**src/rtl/cp_remover.sv**
```systemverilog
// Cyclic-prefix remover: discards each OFDM symbol's CP and forwards FFT_LEN samples with tlast/tuser framing.
// Define CP_REMOVER_LONG_CP_EN to give symbols 0 and SYMS_PER_SLOT/2 an extra CP_EXTRA prefix samples.
module cp_remover #(
    parameter int IN_DW         = 32,
    parameter int FFT_LEN       = 256,
    parameter int CP_LEN        = 18,
    parameter int CP_EXTRA      = 2,
    parameter int SYMS_PER_SLOT = 14
) (
    input  logic             clk_i,
    input  logic             reset_ni,
    input  logic [IN_DW-1:0] s_axis_in_tdata,
    input  logic             s_axis_in_tvalid,
    output logic             s_axis_in_tready,
    input  logic             sync_i,
    output logic [IN_DW-1:0] m_axis_out_tdata,
    output logic             m_axis_out_tvalid,
    input  logic             m_axis_out_tready,
    output logic             m_axis_out_tlast,
    output logic [3:0]       m_axis_out_tuser,
    output logic             locked_o
);

    localparam int CNT_W = $clog2(FFT_LEN + CP_LEN + CP_EXTRA);
    localparam logic [CNT_W-1:0] FFT_LAST      = CNT_W'(FFT_LEN - 1);
    localparam logic [CNT_W-1:0] CP_SHORT_LAST = CNT_W'(CP_LEN - 1);
    localparam logic [3:0]       SYM_LAST      = 4'(SYMS_PER_SLOT - 1);
`ifdef CP_REMOVER_LONG_CP_EN
    localparam logic [CNT_W-1:0] CP_LONG_LAST  = CNT_W'(CP_LEN + CP_EXTRA - 1);
    localparam logic [3:0]       SYM_HALF      = 4'(SYMS_PER_SLOT / 2);
    localparam logic [CNT_W-1:0] SYNC_CP_LAST  = CP_LONG_LAST;
`else
    localparam logic [CNT_W-1:0] SYNC_CP_LAST  = CP_SHORT_LAST;
`endif

    typedef enum logic [1:0] {
        ST_IDLE = 2'd0,
        ST_SKIP = 2'd1,
        ST_PASS = 2'd2
    } state_t;

    state_t           state_r;
    logic [CNT_W-1:0] cnt_r;
    logic [3:0]       sym_r;
    logic             locked_r;
    logic [IN_DW-1:0] out_data_r;
    logic             out_valid_r;
    logic             out_last_r;
    logic [3:0]       out_user_r;

    logic             in_ready_s;
    logic             accept_s;
    logic [CNT_W-1:0] cp_last_s;

    // Input ready: only PASS is subject to output backpressure.
    always_comb begin
        in_ready_s = 1'b1;
        case (state_r)
            ST_PASS: in_ready_s = !out_valid_r || m_axis_out_tready;
            default: in_ready_s = 1'b1;
        endcase
    end

    assign accept_s = s_axis_in_tvalid && in_ready_s;

    // Final CP sample index for the current symbol.
    always_comb begin
`ifdef CP_REMOVER_LONG_CP_EN
        if ((sym_r == 4'd0) || (sym_r == SYM_HALF)) begin
            cp_last_s = CP_LONG_LAST;
        end else begin
            cp_last_s = CP_SHORT_LAST;
        end
`else
        cp_last_s = CP_SHORT_LAST;
`endif
    end

    // Framing FSM, counters and output register.
    always_ff @(posedge clk_i or negedge reset_ni) begin
        if (!reset_ni) begin
            state_r     <= ST_IDLE;
            cnt_r       <= '0;
            sym_r       <= 4'd0;
            locked_r    <= 1'b0;
            out_data_r  <= '0;
            out_valid_r <= 1'b0;
            out_last_r  <= 1'b0;
            out_user_r  <= 4'd0;
        end else begin
            if (out_valid_r && m_axis_out_tready) begin
                out_valid_r <= 1'b0;
            end
            // A sample arriving with sync belongs to the new symbol's CP, never to the output.
            if ((state_r == ST_PASS) && accept_s && !sync_i) begin
                out_data_r  <= s_axis_in_tdata;
                out_valid_r <= 1'b1;
                out_last_r  <= (cnt_r == FFT_LAST);
                out_user_r  <= sym_r;
            end

            if (sync_i) begin
                locked_r <= 1'b1;
                sym_r    <= 4'd0;
                if (accept_s && (SYNC_CP_LAST == '0)) begin
                    state_r <= ST_PASS;
                    cnt_r   <= '0;
                end else begin
                    state_r <= ST_SKIP;
                    cnt_r   <= accept_s ? CNT_W'(1) : '0;
                end
            end else begin
                case (state_r)
                    ST_IDLE: begin
                        state_r <= ST_IDLE;
                    end
                    ST_SKIP: begin
                        if (accept_s) begin
                            if (cnt_r == cp_last_s) begin
                                state_r <= ST_PASS;
                                cnt_r   <= '0;
                            end else begin
                                cnt_r   <= cnt_r + CNT_W'(1);
                            end
                        end
                    end
                    ST_PASS: begin
                        if (accept_s) begin
                            if (cnt_r == FFT_LAST) begin
                                state_r <= ST_SKIP;
                                cnt_r   <= '0;
                                sym_r   <= (sym_r == SYM_LAST) ? 4'd0 : sym_r + 4'd1;
                            end else begin
                                cnt_r   <= cnt_r + CNT_W'(1);
                            end
                        end
                    end
                    default: begin
                        state_r <= ST_IDLE;
                        cnt_r   <= '0;
                    end
                endcase
            end
        end
    end

    assign s_axis_in_tready  = in_ready_s;
    assign m_axis_out_tdata  = out_data_r;
    assign m_axis_out_tvalid = out_valid_r;
    assign m_axis_out_tlast  = out_last_r;
    assign m_axis_out_tuser  = out_user_r;
    assign locked_o          = locked_r;

endmodule

```
**config.mk**
```make
export PLATFORM = sky130hd
export DESIGN_NAME = cp_remover
export DESIGN_NICKNAME = d
export VERILOG_FILES = /design/src/rtl/cp_remover.sv
export SDC_FILE = /design/constraint.sdc
export NUM_CORES = 1
export LEC_CHECK = 0
export ABC_CLOCK_PERIOD_IN_PS = 2450
export CORE_ASPECT_RATIO = 2
export CORE_MARGIN = 3
export CORE_UTILIZATION = 46
export CTS_CLUSTER_DIAMETER = 200
export DETAILED_ROUTE_END_ITERATION = 7
export GPL_ROUTABILITY_DRIVEN = 0
export HOLD_SLACK_MARGIN = 0.12
export PLACE_DENSITY = 0.9
export RECOVER_POWER = 25
export SYNTH_ARGS = -nofsm -noshare
export SYNTH_HDL_FRONTEND = slang
export SYNTH_SLANG_ARGS = --single-unit
```
**constraint.sdc**
```tcl
create_clock -name clk_i -period 2.45 [get_ports clk_i]
set_input_delay 0.245 -clock clk_i [delete_from_list [all_inputs] [get_ports clk_i]]
set_output_delay 0.245 -clock clk_i [all_outputs]
set_load 0.02 [all_outputs]
```
# Word-level counts from Yosys, hierarchy flattened
# Index checks and enable logic that the tools add are counted.
[word_totals] out_inout_bits=40 ff_bits=54
[op_classes] eq_ne=10 addsub=2 reduce_logical=15 mux=21
[op_table] op="2-to-1 mux 9 bit" n=5
[op_table] op="one-hot mux 9 bit (3 select lines)" n=1
[op_table] op="2-to-1 mux 4 bit" n=5
[op_table] op="2-to-1 mux 2 bit" n=5
[op_table] op="adder 9 x 1 -> 9 bit (second input constant)" n=1
[op_table] op="== test 9 x 5 -> 1 bit (second input constant)" n=1
[op_table] op="== test 9 x 8 -> 1 bit (second input constant)" n=1
[op_table] op="inequality test 3 bit (second input constant)" n=3
[op_table] op="nonzero test 2 bit" n=4
[op_table] op="AND reduction 3 bit" n=2
[op_table] op="adder 4 x 1 -> 4 bit (second input constant)" n=1
[op_table] op="== test 4 bit (second input constant)" n=1
[op_table] op="logical AND 1 bit" n=4
[op_table] op="2-to-1 mux 1 bit" n=4
[op_table] op="one-hot mux 2 bit (2 select lines)" n=1
[op_table] op="AND reduction 4 bit" n=1
[op_table] op="inequality test 3 x 2 -> 1 bit (second input constant)" n=1
[op_table] op="== test 2 x 1 -> 1 bit (second input constant)" n=1
[op_table] op="== test 2 bit (second input constant)" n=1
[op_table] op="zero test 1 bit" n=2
[op_table] op="zero test 2 bit" n=1
[op_table] op="inequality test 2 bit (second input constant)" n=1
[op_table] op="logical OR 1 bit" n=1

# Logic depth before layout (Yosys ltp)
# Gate-level depths: netlist of the first run.
[depth] ltp_word=7 mapped_depth=10 ltp_nobuf=9

# Least setup slack after synthesis of the first run
# OpenSTA, ideal clock, no wires.
[synth_timing] path_kind="reg-to-reg" start="register cnt_r[0]" end="register sym_r[2]" required_time_ns=2.372 path_stages_with_launch=9 path_buffers=0 slack_ns=0.457 setup_time_ns=0.078 arrival_time_ns=1.915 cell_sequence="dfrtp_1 ha_1 nand3_1 or2_2 inv_1 ha_1 nand4_1 or3b_1 a21oi_1"
[synth_between] elab_chain_cells=3
[synth_lines] item="start, declared" line_no="43" text="logic [CNT_W-1:0] cnt_r;"
[synth_lines] item="start signal, assigned" line_no="110" text="cnt_r <= accept_s ? CNT_W'(1) : '0;"
[synth_lines] item="start signal, assigned" line_no="123" text="cnt_r <= cnt_r + CNT_W'(1);"
[synth_lines] item="start signal, assigned" line_no="134" text="cnt_r <= cnt_r + CNT_W'(1);"
[synth_lines] item="== test 9 x 8 -> 1 bit" line_no="129" text="if (cnt_r == FFT_LAST) begin"
[synth_lines] item="nonzero test 2 bit (no line)"
[synth_lines] item="AND reduction 3 bit (no line)"
[synth_lines] item="end signal, assigned" line_no="132" text="sym_r <= (sym_r == SYM_LAST) ? 4'd0 : sym_r + 4'd1;"
[synth_lines] item="end, declared" line_no="44" text="logic [3:0] sym_r;"
# Every way passes these cells.
# A chain may end at the register's enable or synchronous reset.

# Worst setup path after layout of the first run
# Same ends and word-level chain as after synthesis.

==> results.cfg, run 1 <==
[outcome]
outcome = complete, no violations

[global_routing]
grt_max_degree = 28
grt-ovfl-total = 0
antenna_found_initial = 0
grt_pass1_wl_um = 8670
grt_pass1_vias = 1868
track_usage = 0.180

[setup_path]
critPathMaxFanout = 5
required_ns = 2.68
cp_num_cells = 8
critical_path_class = reg -> reg
cp_cell_sequence = ha_1 -> nand3_1 -> or2_2 -> inv_1 -> ha_1 -> nand4_1 -> or3b_1 -> a21oi_1
end_kind = register
start_kind = register
crit_buf_inv = 1
r2r_setup_slack_ns = 0.25
path_delay_family = simple AND/OR/NAND/NOR gates
cp_slowest_stage_delay_ns = 0.43
r2r_cells = 8
path_common_cell = ha_1
crit_slowest_cell = or3b_1
worstReg2RegStart = cnt_r[0]
startpoint = cnt_r[0]
worst_ep_arrival_time_ns = 2.43

[pwr]
leakage_nw = 1.55
p_per_area_mw_per_mm2 = 923
vdd_drop_max_uv = 587
power_w = 0.00312

[finish]
final_cells = 340
n_antenna_cell = 0
mostFrequentLayoutCells = 75 x clkdlybuf4s50_1, 54 x dfrtp_1, 36 x mux2_1, 12 x nor2_1, 10 x ha_1
fillers = 388
area_delta_synth_final_pct = 38.8
post-route-util = 0.677
drive_gt1_frac = 0.0636
nets = 329
finalInstanceArea_mm2 = 0.00339
final_common_cell = clkdlybuf4s50_1

[floorplanning]
rows = 36
initial_core_util = 0.488
pin_count = 77
fp.dieArea_mm2 = 0.00627
die-height_um = 109
core_mm2 = 0.00500
dieWidth_um = 57.5

[clock_network]
clockBufferDepth = 2
clock_latency_ns = 0.31
cts_root_buf = clkbuf_8
cts_num_sinks = 54
clkTransAtPathRegs_ns = 0.09
cts_resized = 0
cts_tree = built
cts_buffers = 5
cts_htree_levels = 2

[job]
max-cap-violations = 0

[yosys]
ys_ff_latch = 54
synth.distinct_cells = 36
synth-seq-area-share = 0.554
ys.flop_type = dfrtp_1
netlist_area_mm2 = 0.00244
syn-num-nets = 245
syn_area_per_cell_um2 = 12.3
synthCells = 198
synth-async-reset-ratio = 1.00
yosys_warnings = 0
synth_edf_count = 0

[sta]
clock.fmax_ghz = 0.454
tightest_slew_ns = 0.913
slew_headroom = 0.391
hold_viol_final = 0
setup_viol = 0
finalCritPeriodShare = 0.900
tns_ns = 0
skew_ns = 0.00408
slew_violations = 0
rsz0062_at_grt = no
fin_crit_ns = 2.20

[detailed_routing]
drtAntennaViolNets = 0
vias = 1824
first_pass_iters = 2
wl_um = 5350
wl_per_cell_um = 15.7
vias_per_cell = 5.36
drc = 0
drtIter0Drc = 31

[place]
dp_hpwl_um = 4110
postPlaceCellArea_mm2 = 0.00326
dpl.cell_count = 329
port_buffers = 76

[min_path]
holdPathStages = 1
holdCritPathClass = reg -> reg
worstHoldStart = locked_o
==> state kept, by name (all words and copies together), names as in the netlist <==
register	flops
state_r	2
m_axis_out_tlast	1
locked_o	1
cnt_r	9
m_axis_out_tdata	32
sym_r	4
m_axis_out_tuser	4
m_axis_out_tvalid	1
==> Yosys cell counts (all sizes together) (2+ instances only) <==
cell type | instances | area [um^2]
mux2 | 37 | 417
a21oi | 8 | 40.0
dfrtp | 54 | 1350
nor2 | 12 | 45.0
ha | 10 | 125
o21ai | 13 | 72.6
buf | 5 | 31.3
nor2b | 2 | 12.5
nand2 | 7 | 26.3
nand4 | 2 | 12.5
inv | 8 | 30.0
nand3 | 7 | 35.0
o21a | 2 | 15.0
nand2b | 5 | 31.3
or2 | 2 | 12.5
or3 | 2 | 12.5
nor3 | 4 | 20.0
a22o | 4 | 35.0
==> report_power, final <==
group          internal (W)  switching (W)  total [W]
combinational      0.000643       0.000631    0.00127
sequential          0.00114       0.000134    0.00127
clock              0.000306       0.000274   0.000579
total               0.00209        0.00104    0.00312
==> metrics by stage <==
stage / hold slack (ns) / setup slack [ns]
2_1_floorplan: -0.0506 / 0.457
3_3_place_gp: 0.150 / 0.334
3_5_place_dp: 0.152 / 0.194
4_1_cts: 0.340 / 0.171
5_1_grt: 0.490 / 0.0253
6_report: 0.476 / 0.245
==> cells by family after synthesis <==
logic type / after synthesis / share of synthesized area
buffers and inverters: 14 / 0.0267
AND/OR/NAND/NOR: 50 / 0.110
AO/OA/AOI/OAI: 32 / 0.0836
adder cells (fa/ha/maj): 10 / 0.0513
flip-flops: 54 / 0.554
multiplexers: 38 / 0.175
==> worst register-to-register path, cell delays in order (launching register included) <==
cell and delay, ns:
dfrtp_1 0.42, ha_1 0.25, nand3_1 0.08, or2_2 0.29
inv_1 0.07, ha_1 0.20, nand4_1 0.22, or3b_1 0.43
a21oi_1 0.16
==> routing by layer <==
layer / GRT usage / wire length (um) / up-vias / share of wire
li1: - / - / 868 / -
met1: 0.180 / 1850 / 905 / 0.35
met2: 0.345 / 3200 / 42 / 0.60
met3: 0.0403 / 217 / 9 / 0.041
met4: 0.0730 / 86 / 0 / 0.016
met5: 0 / 0 / - / 0
==> repair_timing <==
action | CTS | global route
hold buffers | 1 | 0
buffers inserted | 0 | 2
endpoints found under the setup margin | 0 | 2
endpoints found under the hold margin | 12 | 0
==> final cells by class <==
| class | instances | area, um^2 | area share |
|---|---|---|---|
| multi-input combinational | 130 | 1020 | 0.302 |
| tap | 57 | 71.3 | 0.0211 |
| clock buffer | 7 | 76.3 | 0.0225 |
| sequential | 54 | 1350 | 0.399 |
| clock inverter | 1 | 30.0 | 0.00887 |
| timing repair buffer | 83 | 803 | 0.237 |
| inverter | 8 | 30.0 | 0.00887 |
==> path summary, 6_finish.rpt <==
kind,to
min in group asynchronous,m_axis_out_tdata[2]
min,locked_o
max reg2reg,sym_r[2]
max,sym_r[2]
max in group asynchronous,m_axis_out_tdata[17]
min reg2reg,locked_o
Power figures use the tool's default switching activity.
==> inputs of run 2 (changes only) <==
Settings changed: ABC_AREA from default to 1.
==> run 2 against run 1 <==
Against the previous run:
- via count is 20% higher
- die area is 1.5% higher
- clock skew is 0.00062 ns higher
- final cell count is 29% higher
- setup slack better by 0.11 ns
- fmax is 5.5% higher
- register-to-register slack better by 0.11 ns
- count of clock-buffer cells in the layout is 1 lower
- sequential power is 6% higher
- synthesized cell count is 51% higher
- critical endpoint is now state_r[0]
- largest power group is now combinational logic
- highest routed layer unchanged
==> results.cfg, run 2 <==
[outcome]
outcome = complete, no violations

[finish]
n_antenna_cell = 0
drive_gt1_frac = 0.0526
finalInstanceArea_mm2 = 0.00341
area_delta_synth_final_pct = 37.7
nets = 426
final_common_cell = nand2_1
largest_reg_flops = 32
mostFrequentLayoutCells = 148 x nand2_1, 74 x clkdlybuf4s50_1, 54 x dfrtp_1, 22 x inv_1, 12 x a21oi_1
fillers = 444

[floorplanning]
rows = 37
die-height_um = 110
pin_count = 77
fp.dieArea_mm2 = 0.00636
core_mm2 = 0.00518
dieWidth_um = 57.9
initial_core_util = 0.478

[sta]
hold_viol_final = 0
rsz0062_at_grt = no
clock.fmax_ghz = 0.478
tns_ns = 0
slew_headroom = 0.142
tightest_slew_ns = 1.29
slew_violations = 0
finalCritPeriodShare = 0.853
setup_viol = 0
skew_ns = 0.00469
fin_crit_ns = 2.09

[yosys]
synth-async-reset-ratio = 1.00
synthCells = 299
synth-seq-area-share = 0.545
yosys.area.top_type_share = 0.545
yosysTopAreaCell = dfrtp_1
yosys_warnings = 0
synth.most_common_cell = nand2_1
syn_area_per_cell_um2 = 8.29
yosys-top-cells-count = 148 x nand2_1, 54 x dfrtp_1, 22 x inv_1
synth_edf_count = 0
syn-num-nets = 346
synth_area_leaders = dfrtp_1 55%, nand2_1 22%, ha_1 5.0%
ys.flop_type = dfrtp_1
netlist_area_mm2 = 0.00248
ys_ff_latch = 54
synth.distinct_cells = 25

[detailed_routing]
met1_length_um = 2120
routed-wl-met2_um = 3190
highest_layer = met4
vias = 2180
drtAntennaViolNets = 0
vias_per_cell = 4.98
drc = 0
drtIter0Drc = 95
first_pass_iters = 4
wl_per_cell_um = 13.2
wl_um = 5780
wl_met3_um = 324

[job]
max-cap-violations = 0

[global_routing]
grt_pass1_vias = 2235
track_usage = 0.189
grt_pass1_wl_um = 9500
grt-ovfl-total = 0
grt_max_degree = 55
antenna_found_initial = 0

[clock_network]
cts_root_buf = clkbuf_8
cts_tree = built
cts_resized = 0
clock_latency_ns = 0.30
cts_buffers = 5
cts_htree_levels = 2
cts_num_sinks = 54
clockBufferDepth = 2
clkTransAtPathRegs_ns = 0.09

[min_path]
holdCritPathClass = in -> reg

[pwr]
vdd_drop_max_uv = 637
leakage_nw = 1.70
p_per_area_mw_per_mm2 = 1040

[place]
postPlaceCellArea_mm2 = 0.00329
dp_hpwl_um = 4340
port_buffers = 76

[setup_path]
required_ns = 2.64
critPathMaxFanout = 10
start_kind = register
end_kind = register
worst_ep_arrival_time_ns = 2.28
critical_path_class = reg -> reg
run 2: changes by cell type after synthesis, moves of 3 or more:
cell	before	now
a21oi_1	8	12
a22o_1	4	0
buf_2	4	7
inv_1	8	22
inv_2	0	3
mux2_1	36	0
nand2_1	7	148
nand2b_1	5	0
nor3_1	4	1
o21ai_0	3	6
o21ai_1	8	3
o22ai_1	0	3
run 2: critical path: stages, from the launching register on:
cell,delay [ns]
dfrtp_1,0.43
ha_1,0.19
nand2_1,0.05
inv_1,0.10
nand2_1,0.08
nor2_1,0.15
ha_1,0.22
inv_1,0.07
nand2_1,0.05
nand2_1,0.23
nand2_1,0.19
nand2_1,0.09
nand2_1,0.06
nand2_1,0.05
run 2: cell families after synthesis:
kind of cell / after synthesis / share of synthesized area
xor+xnor: 1 / 0.00353
compound gates: 28 / 0.0616
flops: 54 / 0.545
simple gates: 173 / 0.283
mux: 1 / 0.00404
buf+inv: 32 / 0.0520
fa+ha+maj: 10 / 0.0505
run 2: metal layers:
metal	up-vias	track usage
li1	1077	-
met1	1008	0.202
met2	80	0.345
met3	15	0.0364
met4	0	0.0929
met5	-	0
run 2: cell type report:
class | instances | area (um^2) | area share
clock buffers | 6 | 72.6 | 0.0213
clock inverters | 2 | 37.5 | 0.0110
inverters | 25 | 93.8 | 0.0275
multi-input cells | 213 | 998 | 0.293
flip-flops and latches | 54 | 1350 | 0.396
well taps | 58 | 72.6 | 0.0213
repair buffers | 80 | 786 | 0.230
run 2: per-stage QoR:
stage                     cells  worst slack [ns]  power [W]  utilization  hold slack, ns
after floorplan             299             0.704    0.00222            -         -0.0506
after global placement      429             0.475    0.00293        0.635           0.408
after detailed placement    429             0.455    0.00300        0.635           0.412
after CTS                   438             0.363    0.00358        0.659           0.458
after global routing        438             0.169    0.00378        0.658           0.473
final                       438             0.360    0.00355        0.658           0.469
run 2: power by group:
part           internal (W)  leakage, nW  switching (W)
Sequential          0.00118        0.701       0.000172
Combinational      0.000717        0.945       0.000896
Clock              0.000305       0.0514       0.000275
Total               0.00220         1.70        0.00134
run 2: final timing paths:
| path | endpoint | depth (start not counted) | slack [ns] | startpoint |
|---|---|---|---|---|
| min in group asynchronous | state_r[0] | 3 | 0.84 | reset_ni |
| min reg2reg | locked_o | 1 | 0.48 | locked_o |
| max | state_r[0] | 13 | 0.36 | cnt_r[0] |
| min | m_axis_out_tdata[22] | 3 | 0.47 | s_axis_in_tdata[22] |
| max in group asynchronous | m_axis_out_tdata[26] | 3 | 0.84 | reset_ni |
| max reg2reg | state_r[0] | 13 | 0.36 | cnt_r[0] |
run 2: repair_timing:
item                      CTS  global route
hold endpoints to repair   54             0
buffers inserted            0             0
hold buffers                1             0
==> RTL change: new RTL, config.mk and constraints of run 2 <==
The option `CP_REMOVER_LONG_CP_EN` is turned on by a define.
--- a/src/rtl/cp_remover.sv
+++ b/src/rtl/cp_remover.sv
@@ -1,5 +1,7 @@
 // Cyclic-prefix remover: discards each OFDM symbol's CP and forwards FFT_LEN samples with tlast/tuser framing.
 // Define CP_REMOVER_LONG_CP_EN to give symbols 0 and SYMS_PER_SLOT/2 an extra CP_EXTRA prefix samples.
+`define CP_REMOVER_LONG_CP_EN
+
 module cp_remover #(
     parameter int IN_DW         = 32,
     parameter int FFT_LEN       = 256,
Check against the original RTL: same outputs for any inputs over 10 cycles, from zero or initial values and one cycle with reset_ni low; that may be too few to reach the edited logic, so the function may still have changed.
==> RTL change against run 2 <==
- routed wire length grew 8.9%
- synthesized cell count fell by 1.3%
- sequential cell count unchanged
- setup slack worse by 0.0060 ns
- fmax fell by 0.29%
- cell area is 2.3% higher
- total power rose by 1.1%
- synthesized area increased by 5.3%
- non-clock buffer count down 1
- critical path type unchanged
- critical endpoint is now sym_r[2]
- highest routed layer unchanged
==> RTL change: results (changes against run 2) <==
- Result of the run: complete, no violations (unchanged).
- The overall global routing resource usage is 19.4% (was 18.9%).
- The largest fanout on the critical path is 7 (was 10).
- The detailed-router iteration count before antenna repair is 5 (was 4).
- The post-synthesis net count is 342 (was 346).
- The worst slew slack as a fraction of its limit is 12.5% (was 14.2%).
- The worst ir drop on vdd is 641 uV (was 637 uV).
- The global routing met3 resource utilization was 3.22% (was 3.64%).
- The via count of the first global-routing pass is 2214 (was 2235).
- The total routed wire length on the met1 layer came to 2260 um (was 2120 um).
- Largest cells by area after synthesis: sky130_fd_sc_hd__dfrtp_1, sky130_fd_sc_hd__nand2_1, sky130_fd_sc_hd__ha_1, sky130_fd_sc_hd__buf_6, sky130_fd_sc_hd__nand2_2 (was sky130_fd_sc_hd__dfrtp_1, sky130_fd_sc_hd__nand2_1, sky130_fd_sc_hd__ha_1, sky130_fd_sc_hd__inv_1, sky130_fd_sc_hd__a21oi_1).
- The length of routed met2 wiring is 3480 um (was 3190 um).
- The global-route met1 utilization came to 20.6% (was 20.2%).
- The sequential share of the synthesized area was 51.8% (was 54.5%).
- The largest stage delay on the critical path is 0.46 ns (was 0.43 ns).
- The total placed cells including tap cells is 426 (was 429).
- The critical path arrival is 2.34 ns (was 2.28 ns).
- The layout cell share with drive strength beyond 1 is 11.2% (was 5.26%).
- The detail-routed net length per standard cell is 14.5 um (was 13.2 um).
- The number of fill cells is 452 (was 444).
- The wire length reported by the detailed router is 6290 um (was 5780 um).
- Most common library cells after synthesis: sky130_fd_sc_hd__nand2_1, sky130_fd_sc_hd__dfrtp_1, sky130_fd_sc_hd__inv_1, sky130_fd_sc_hd__nand3_1, sky130_fd_sc_hd__nand2_2 (was sky130_fd_sc_hd__nand2_1, sky130_fd_sc_hd__dfrtp_1, sky130_fd_sc_hd__inv_1, sky130_fd_sc_hd__a21oi_1).
- The final HPWL from detailed placement is 4690 um (was 4340 um).
- The routed length on met3 was 245 um (was 324 um).
- The routed via count divided by cell count is 5.14 (was 4.98).
-- RTL change: worst min-delay path: stages --
cell and delay (ns):
sky130_fd_sc_hd__clkdlybuf4s50_1 0.39, sky130_fd_sc_hd__nand2_1 0.06, sky130_fd_sc_hd__nand2_1 0.04
-- RTL change: report_power, final --
group | switching [uW] | leakage (uW) | internal [uW]
Combinational | 893 | 0.000913 | 729
Sequential | 187 | 0.000699 | 1190
Clock | 281 | 0.0000524 | 306
-- RTL change: area by class of cell --
type | count | area share (%)
clock buffers | 7 | 2.19
clock inverters | 1 | 0.860
inverters | 21 | 2.40
multi-input cells | 213 | 31.4
flip-flops and latches | 54 | 38.7
well taps | 60 | 2.15
repair buffers | 79 | 22.3
-- RTL change: logic make-up after synthesis --
| family | after synthesis | share of synthesized area [%] |
|---|---|---|
| DFF | 54 | 51.8 |
| adders and majority gates | 10 | 4.79 |
| AOI/OAI and AO/OA | 26 | 5.99 |
| and+or+nand+nor | 171 | 29.2 |
| buffers and inverters | 28 | 6.23 |
| xor gates and xnor gates | 6 | 2.01 |
-- RTL change: worst paths after layout --
path,slack (ns),depth (start not counted),end,start
setup reg to reg,0.35,10,sym_r[2],cnt_r[0]
max in group asynchronous,0.83,3,m_axis_out_tdata[7],reset_ni
hold / removal,0.46,3,m_axis_out_tdata[24],s_axis_in_tdata[24]
hold reg to reg,0.47,1,locked_o,locked_o
setup / recovery,0.35,10,sym_r[2],cnt_r[0]
min in group asynchronous,0.83,3,m_axis_out_tdata[14],reset_ni
-- RTL change: metrics by stage --
step	instance area (um2)	setup slack (ns)	hold WS, ns
finish	3490	0.354	0.462
global route	3490	0.103	0.464
CTS	3490	0.346	0.460
detailed placement	3380	0.404	0.414
global placement	3380	0.495	0.401
floorplan	2610	0.603	-0.0506
